## config.mk

```make
export PLATFORM = sky130hd
export DESIGN_NAME = seq_divider
export DESIGN_NICKNAME = d
export VERILOG_FILES = /design/src/rtl/seq_divider_pkg.sv /design/src/rtl/seq_divider_twos_negate.sv /design/src/rtl/seq_divider.sv
export SDC_FILE = /design/constraint.sdc
export NUM_CORES = 1
export LEC_CHECK = 0
export CAP_MARGIN = 20
export CORE_ASPECT_RATIO = 1.5
export CORE_MARGIN = 2
export CORE_UTILIZATION = 25
export CTS_CLUSTER_SIZE = 10
export DETAILED_ROUTE_END_ITERATION = 7
export GPL_TIMING_DRIVEN = 0
export PLACE_DENSITY_LB_ADDON = 0.2
export RECOVER_POWER = 50
export SLEW_MARGIN = 20
export SYNTH_ARGS = -nofsm -noshare
export SYNTH_HDL_FRONTEND = slang
export SYNTH_SLANG_ARGS = --single-unit
```

## constraint.sdc

```tcl
create_clock -name clk -period 4.05 [get_ports clk]
set_input_delay 0.81 -clock clk [delete_from_list [all_inputs] [get_ports clk]]
set_output_delay 0.81 -clock clk [all_outputs]
set_load 0.1 [all_outputs]
```

## src/rtl/seq_divider_pkg.sv

```systemverilog
// Shared datapath definitions for the sequential signed divider.
// Holds FSM state encodings, the datapath width and the iteration count.
package seq_divider_pkg;

    localparam int DATA_WIDTH = 32;
    localparam int DIV_ITERS  = DATA_WIDTH;

    localparam logic [1:0] ST_IDLE = 2'd0;
    localparam logic [1:0] ST_RUN  = 2'd1;
    localparam logic [1:0] ST_FIX  = 2'd2;
    localparam logic [1:0] ST_DONE = 2'd3;

    typedef enum logic [1:0] {
        IDLE = ST_IDLE,
        RUN  = ST_RUN,
        FIX  = ST_FIX,
        DONE = ST_DONE
    } div_state_t;

endpackage

```

## src/rtl/seq_divider_twos_negate.sv

```systemverilog
// Combinational conditional two's-complement negate.
// Used for operand magnitudes and for the final sign correction.
module twos_negate #(
    parameter int WIDTH = 32
) (
    input  logic             en,
    input  logic [WIDTH-1:0] a,
    output logic [WIDTH-1:0] y
);

    // Negate when enabled, otherwise pass through
    always_comb begin
        if (en) begin
            y = (~a) + WIDTH'(1);
        end else begin
            y = a;
        end
    end

endmodule

```

## src/rtl/seq_divider.sv

```systemverilog
// Multi-cycle signed restoring divider: one quotient bit per cycle,
// sign correction in a separate FIX step, all outputs registered.
module seq_divider
    import seq_divider_pkg::*;
#(
    parameter int WIDTH = DATA_WIDTH
) (
    input  logic             clk,
    input  logic             clr,
    input  logic             start,
    input  logic [WIDTH-1:0] dividend,
    input  logic [WIDTH-1:0] divisor,
    output logic [WIDTH-1:0] quotient,
    output logic [WIDTH-1:0] remainder,
    output logic             busy,
    output logic             done,
    output logic             div_by_zero
);

    localparam int              CW   = $clog2(WIDTH);
    localparam logic [CW-1:0]   LAST = CW'(WIDTH - 1);

    div_state_t       state_r;
    logic [WIDTH-1:0] dvd_r;
    logic [WIDTH-1:0] dsr_r;
    logic [WIDTH-1:0] rem_r;
    logic             sign_dvd_r;
    logic             sign_dsr_r;
    logic [CW-1:0]    cnt_r;
    logic [WIDTH-1:0] quotient_r;
    logic [WIDTH-1:0] remainder_r;
    logic             busy_r;
    logic             done_r;
    logic             dbz_r;

    logic [WIDTH-1:0] dvd_mag_s;
    logic [WIDTH-1:0] dsr_mag_s;
    logic [WIDTH-1:0] q_fix_s;
    logic [WIDTH-1:0] r_fix_s;
    logic [WIDTH:0]   shifted_s;
    logic [WIDTH:0]   diff_s;
    logic [WIDTH-1:0] rem_next_s;
    logic [WIDTH-1:0] dvd_next_s;
    logic             divisor_zero_s;

    twos_negate #(.WIDTH(WIDTH)) u_neg_dvd (
        .en (dividend[WIDTH-1]),
        .a  (dividend),
        .y  (dvd_mag_s)
    );

    twos_negate #(.WIDTH(WIDTH)) u_neg_dsr (
        .en (divisor[WIDTH-1]),
        .a  (divisor),
        .y  (dsr_mag_s)
    );

    twos_negate #(.WIDTH(WIDTH)) u_neg_quot (
        .en (sign_dvd_r ^ sign_dsr_r),
        .a  (dvd_r),
        .y  (q_fix_s)
    );

    twos_negate #(.WIDTH(WIDTH)) u_neg_rem (
        .en (sign_dvd_r),
        .a  (rem_r),
        .y  (r_fix_s)
    );

    // One restoring step; quotient bits shift into the vacated dividend LSBs
    always_comb begin
        divisor_zero_s = (divisor == {WIDTH{1'b0}});
        shifted_s      = {rem_r, dvd_r[WIDTH-1]};
        diff_s         = shifted_s - {1'b0, dsr_r};
        if (diff_s[WIDTH] == 1'b0) begin
            rem_next_s = diff_s[WIDTH-1:0];
        end else begin
            rem_next_s = shifted_s[WIDTH-1:0];
        end
        dvd_next_s = {dvd_r[WIDTH-2:0], ~diff_s[WIDTH]};
    end

    // FSM, iteration counter, datapath registers and registered outputs
    always_ff @(posedge clk) begin
        if (clr) begin
            state_r     <= IDLE;
            dvd_r       <= {WIDTH{1'b0}};
            dsr_r       <= {WIDTH{1'b0}};
            rem_r       <= {WIDTH{1'b0}};
            sign_dvd_r  <= 1'b0;
            sign_dsr_r  <= 1'b0;
            cnt_r       <= {CW{1'b0}};
            quotient_r  <= {WIDTH{1'b0}};
            remainder_r <= {WIDTH{1'b0}};
            busy_r      <= 1'b0;
            done_r      <= 1'b0;
            dbz_r       <= 1'b0;
        end else begin
            case (state_r)
                IDLE: begin
                    done_r <= 1'b0;
                    if (start) begin
                        busy_r <= 1'b1;
                        if (divisor_zero_s) begin
                            quotient_r  <= {WIDTH{1'b1}};
                            remainder_r <= dividend;
                            dbz_r       <= 1'b1;
                            done_r      <= 1'b1;
                            state_r     <= DONE;
                        end else begin
                            dvd_r      <= dvd_mag_s;
                            dsr_r      <= dsr_mag_s;
                            sign_dvd_r <= dividend[WIDTH-1];
                            sign_dsr_r <= divisor[WIDTH-1];
                            rem_r      <= {WIDTH{1'b0}};
                            cnt_r      <= {CW{1'b0}};
                            dbz_r      <= 1'b0;
                            state_r    <= RUN;
                        end
                    end else begin
                        busy_r  <= 1'b0;
                        state_r <= IDLE;
                    end
                end
                RUN: begin
                    rem_r <= rem_next_s;
                    dvd_r <= dvd_next_s;
                    cnt_r <= cnt_r + CW'(1);
                    if (cnt_r == LAST) begin
                        state_r <= FIX;
                    end else begin
                        state_r <= RUN;
                    end
                end
                FIX: begin
                    quotient_r  <= q_fix_s;
                    remainder_r <= r_fix_s;
                    done_r      <= 1'b1;
                    state_r     <= DONE;
                end
                DONE: begin
                    done_r  <= 1'b0;
                    busy_r  <= 1'b0;
                    state_r <= IDLE;
                end
                default: begin
                    done_r  <= 1'b0;
                    busy_r  <= 1'b0;
                    state_r <= IDLE;
                end
            endcase
        end
    end

    assign quotient    = quotient_r;
    assign remainder   = remainder_r;
    assign busy        = busy_r;
    assign done        = done_r;
    assign div_by_zero = dbz_r;

endmodule
```

Yosys cells after proc, flatten, opt, wreduce, memory -nomap -nowiden
Index checks and enable logic that the tools add are counted.
- bits in registers: 172
- bits of input ports: 67
- output and inout bits: 67
- word-level logic and storage cells: 71
- add/subtract/negate cells: 6
- equal/unequal tests: 7
- mux-type cells: 29
- bitwise gates (word level): 7
- reductions and logical operators: 10
- operators with widths (kind ; count):
    two-way mux 32 bit ; 13
    one-hot mux 32 bit (2 select lines) ; 4
    adder 32 x 1 -> 32 bit, second input constant ; 4
    inverter 32 bit ; 4
    subtractor 33 x 32 -> 33 bit ; 1
    zero test 32 bit ; 1
    two-way mux 5 bit ; 2
    one-hot mux 5 bit (2 select lines) ; 1
    AND reduction 3 bit ; 3
    one-hot mux 2 bit (4 select lines) ; 1
    two-way mux 2 bit ; 3
    != test 2 bit, second input constant ; 3
    nonzero test 2 bit ; 3
    adder 5 x 1 -> 5 bit, second input constant ; 1
    == test 5 bit, second input constant ; 1
    == test 2 bit, second input constant ; 2
    two-way mux 1 bit ; 3
    one-hot mux 1 bit (3 select lines) ; 1
    nonzero test 3 bit ; 1
    == test 2 x 1 -> 1 bit, second input constant ; 1
    zero test 2 bit ; 1
    inverter 1 bit ; 2
    one-hot mux 1 bit (2 select lines) ; 1
    AND reduction 2 bit ; 1
    XOR 1 bit ; 1

Longest topological paths before layout
- depth in word-level cells: 6
- gate-level depth with buffers: 13
- mapped depth without buffers: 12

Modules after synthesis
A second synthesis with hierarchy kept.
- cells, all modules: 1479
- area, all modules: 12095.4 um^2
- by module, submodules not included (module ; times used ; cells each ; area each (um^2) ; seq. area each (um^2)):
    seq_divider ; 1 ; 1083 ; 8987.4 ; 3443.3
    twos_negate ; 4 ; 99 ; 777.0 ; 0.0

Worst setup path before layout
Ideal clock, no wire load.
- path kind: input to register
- from: in divisor[0]
- to: reg rem_r[28]
- setup time: 0.123 ns
- arrival: 3.032 ns
- data required time: 3.927 ns
- slack: 0.895 ns
- cell stages on the path: 13
- buffers on the path: 2
- cell sequence: inv_1 > ha_1 > nor3b_1 > nand3_1 > or4_4 > nor4_2 > o21ai_1 > and2_1 > buf_6 > nor2b_4 > buf_4 > a32oi_1 > o21ai_1
- word-level cells in the longest chain between the ends: 3
- RTL lines (item ; line ; RTL):
    start: declaration ; seq_divider.sv:12 ; input logic [WIDTH-1:0] divisor,
    zero test 32 bit ; seq_divider.sv:72 ; divisor_zero_s = (divisor == {WIDTH{1'b0}});
    != test 2 bit (no line) ; n/a ;
    AND reduction 3 bit (no line) ; n/a ;
    end signal: assignment ; seq_divider.sv:89 ; rem_r <= {WIDTH{1'b0}};
    end signal: assignment ; seq_divider.sv:115 ; rem_r <= {WIDTH{1'b0}};
    end signal: assignment ; seq_divider.sv:126 ; rem_r <= rem_next_s;
    end: declaration ; seq_divider.sv:26 ; logic [WIDTH-1:0] rem_r;
No other way between the ends.
A chain may end at the register's enable or synchronous reset.

Worst setup path after layout
- from: in divisor[0]
- to: reg quotient_r[28] (netlist: quotient[28])
- word-level cells in the longest chain between the ends: 3
- RTL lines (item ; line ; RTL):
    zero test 32 bit ; seq_divider.sv:72 ;
    != test 2 bit (no line) ; n/a ;
    AND reduction 3 bit (no line) ; n/a ;
    end signal: assignment ; seq_divider.sv:93 ; quotient_r <= {WIDTH{1'b0}};
    end signal: assignment ; seq_divider.sv:105 ; quotient_r <= {WIDTH{1'b1}};
    end signal: assignment ; seq_divider.sv:136 ; quotient_r <= q_fix_s;
    end: declaration ; seq_divider.sv:30 ; logic [WIDTH-1:0] quotient_r;
No other way between the ends.

==> results.cfg <==
[run_status]
run_status = completed

[yosys]
synth_cell_type_count = 71
synth_top_area_share_pct = 30.0
syn_area_per_cell_um2 = 7.79
synth_area_leaders = dfxtp_1 30%, nand2_1 7.3%, xor2_1 6.9%, a21oi_1 5.4%, ha_1 4.8%
postSynthCellCount = 1475
synthesis.area_mm2 = 0.0115
synth_area_leader_cell = dfxtp_1
async_reset_ff_share_pct = 0
syn_nets = 1587
yosysWarningCount = 0
synth_seq_cells = 172
ys_seq_area_share_pct = 30.0
synth-edff-count = 0
ys_dominant_reg_cell = dfxtp_1

[placement]
port_buffers = 131
gp_congestion = 0.972
dp_slack_ns = -0.732
dp_hpwl_um = 35800

[global_route]
use_met2_pct = 34.9
grt_use_met1_pct = 18.6
grt_pass1_vias = 11000
antenna_found_initial = 1
top_usage_layer = met2
met3_usage_pct = 2.07
grt_pass1_wl_um = 64700
grt_util_all_layers_pct = 18.2
grt_max_degree = 17
overflow = 0

[flow_run]
cap_violations = 0

[worst_hold_path]
hold_start = dsr_r[21]$_SDFFE_PP0P_
hp-class = reg -> reg
min_to = dsr_r[21]$_SDFFE_PP0P_
hold-path-cell-count = 2

[cts]
cts_max_level = 4
clock_latency_ns = 0.45
clock_sink_count = 172
cts_root_buf = clkbuf_16
clock_path_buffers = 2
hold_buffers = 0
path_clk_slew_ns = 0.07
cts_tree = done
cts_made_buffers = 17

[drt]
drt_first_pass_iters = 8
route.detailed.drc = 0
drtIter0Drc = 510
viasPerCell = 4.98
wl_um = 43300
vias = 11100
wire_per_inst_um = 19.4
ant_nets = 0

[die]
std_cell_rows = 96
die_h_um = 267
initial_utilization_pct = 25.2
die_w_um = 179
core_mm2 = 0.0455
die_area_mm2 = 0.0477
pin_count = 134

[pwr]
total_power_w = 0.00621
power-per-cell-area_mw_per_mm2 = 437
irDropWorstVdd_v = 0.000299
cellLeakagePower_nw = 5.24

[sta]
rsz0062_at_grt = false
final_max_slew_viol_count = 0
clock_skew_ns = 0.00994
hold_viol = 0
layout_setup_ws_ns = 0.199
tightest_slew_ns = 1.01
fin_crit_sh_pct = 95.1
setup_violations = 0
max_freq_mhz = 260
fin_tns_setup_ns = 0
relSlewSlack_pct = 32.5
period_minus_slack_ns = 3.85

[setup_path]
r2r_cells = 13
reg2reg_to = rem_r[30]$_SDFFE_PP0P_
startpoint_type = input pin
r2r_slack_ns = 0.31
crit_arrival_ns = 4.14
cp_max_fo = 10
path_class = in -> reg
cp-end-kind = flip-flop
r2r-start = dvd_r[31]$_SDFFE_PP0P_
crit_required_ns = 4.34

[final_layout]
final_common_cell = nand2_1
fillers = 4921
drive_gt1_share_pct = 6.59
area_growth_syn_to_layout_pct = 23.6
num-nets-final = 1738
layout_common_cells = 224 x nand2_1, 172 x dfxtp_1, 134 x nor2_1, 123 x a21oi_1, 90 x xor2_1
state kept, by name, summed over array words and instances, names as in the netlist:
name / count
done: 1
remainder: 32
dsr_r: 32
quotient: 32
dvd_r: 32
rem_r: 32
busy: 1
sign_dvd_r: 1
state_r: 2
div_by_zero: 1
sign_dsr_r: 1
cnt_r: 5
per-layer routing:
metal / vias up / wire length (µm)
met1: 5191 / 16200
met3: 80 / 1290
li1: 5582 / -
met5: - / 0
met4: 0 / 2370
met2: 246 / 23400
cells by family (layout without fill, tap and decap cells):
logic type	Yosys count	in the layout	share of synthesized area, %
AO/OA/AOI/OAI	435	435	26.0
XOR/XNOR	141	141	10.8
adder cells (fa/ha/maj)	45	45	4.96
buffers and inverters	155	319	5.82
flip-flops	172	172	30.0
multiplexers	30	30	2.77
other	0	1	0
AND/OR/NAND/NOR	497	497	19.7
what timing repair did:
action / in CTS / in global routing
pin swaps: 0 / 1
gates cloned: 0 / 0
buffers inserted: 0 / 1
gates resized for setup: 3 / 7
endpoints found under the setup margin: 58 / 91
area by class of cell:
cell class                      count  area [µm²]  share of cell area, %
Timing Repair Buffer              132        1320                   9.28
Sequential cell                   172        3440                   24.2
Buffer                             94         443                   3.12
Clock inverter                     14         206                   1.45
Tap cell                          588         736                   5.18
Antenna cell                        1        2.50                 0.0176
Multi-Input combinational cell   1148        7400                   52.1
Clock buffer                       18         429                   3.02
Inverter                           61         229                   1.61
worst max-delay path: stages:
cell and delay, ns:
clkdlybuf4s50_1 0.49, inv_1 0.14, ha_1 0.18, nor3b_2 0.21, nand3_1 0.24, or4_4 0.59, nor4_4 0.22, buf_4 0.18
nand2_2 0.10, mux2i_4 0.29, buf_6 0.22, buf_2 0.31, a311oi_2 0.14
synth_stat cells (11+ instances only):
master and instances:
xor2_1 90, nand4_1 12, nor4_1 15, ha_1 44, buf_2 12, and3_1 12, or4_1 11, clkbuf_1 67
o211ai_1 44, nor3_1 21, a311oi_1 14, mux2i_1 25, xnor2_1 50, nand2_1 225, o31ai_1 30, o41ai_1 15
a21oi_1 123, a211oi_1 43, o21ai_0 82, a311oi_2 19, nand3_1 21, nor2_1 134, dfxtp_1 172, inv_1 60
through the flow:
step                cells  hold WS, ns  cell area (µm²)  utilization (%)
global route         2228        0.473            14200             31.2
finish               2228        0.456            14200             31.2
detailed placement   2194        0.454            13500             29.7
CTS                  2226        0.462            14200             31.2
floorplan            1475        0.432            11500                -
global placement     2194        0.438            13500             29.7
report_power, final:
| part | switching, W | internal (W) |
|---|---|---|
| Clock | 0.000775 | 0.00105 |
| Sequential | 0.000150 | 0.00186 |
| Combinational | 0.00163 | 0.000745 |
| Total | 0.00256 | 0.00365 |
worst max-delay path by stage:
stage | from | end | slack (ns) | depth (start not counted)
global placement | divisor[0] | remainder[15]$_SDFFE_PP0P_ | -0.74 | 12
global route | divisor[0] | remainder[11]$_SDFFE_PP0P_ | 0.05 | 14
finish | divisor[0] | quotient[28]$_SDFFE_PP0P_ | 0.20 | 13
detailed placement | divisor[0] | remainder[15]$_SDFFE_PP0P_ | -0.73 | 12
floorplan | divisor[0] | rem_r[28]$_SDFFE_PP0P_ | 0.89 | 13
CTS | divisor[0] | quotient[28]$_SDFFE_PP0P_ | 0.03 | 12
No activity file was read; power rests on OpenSTA's default activity.
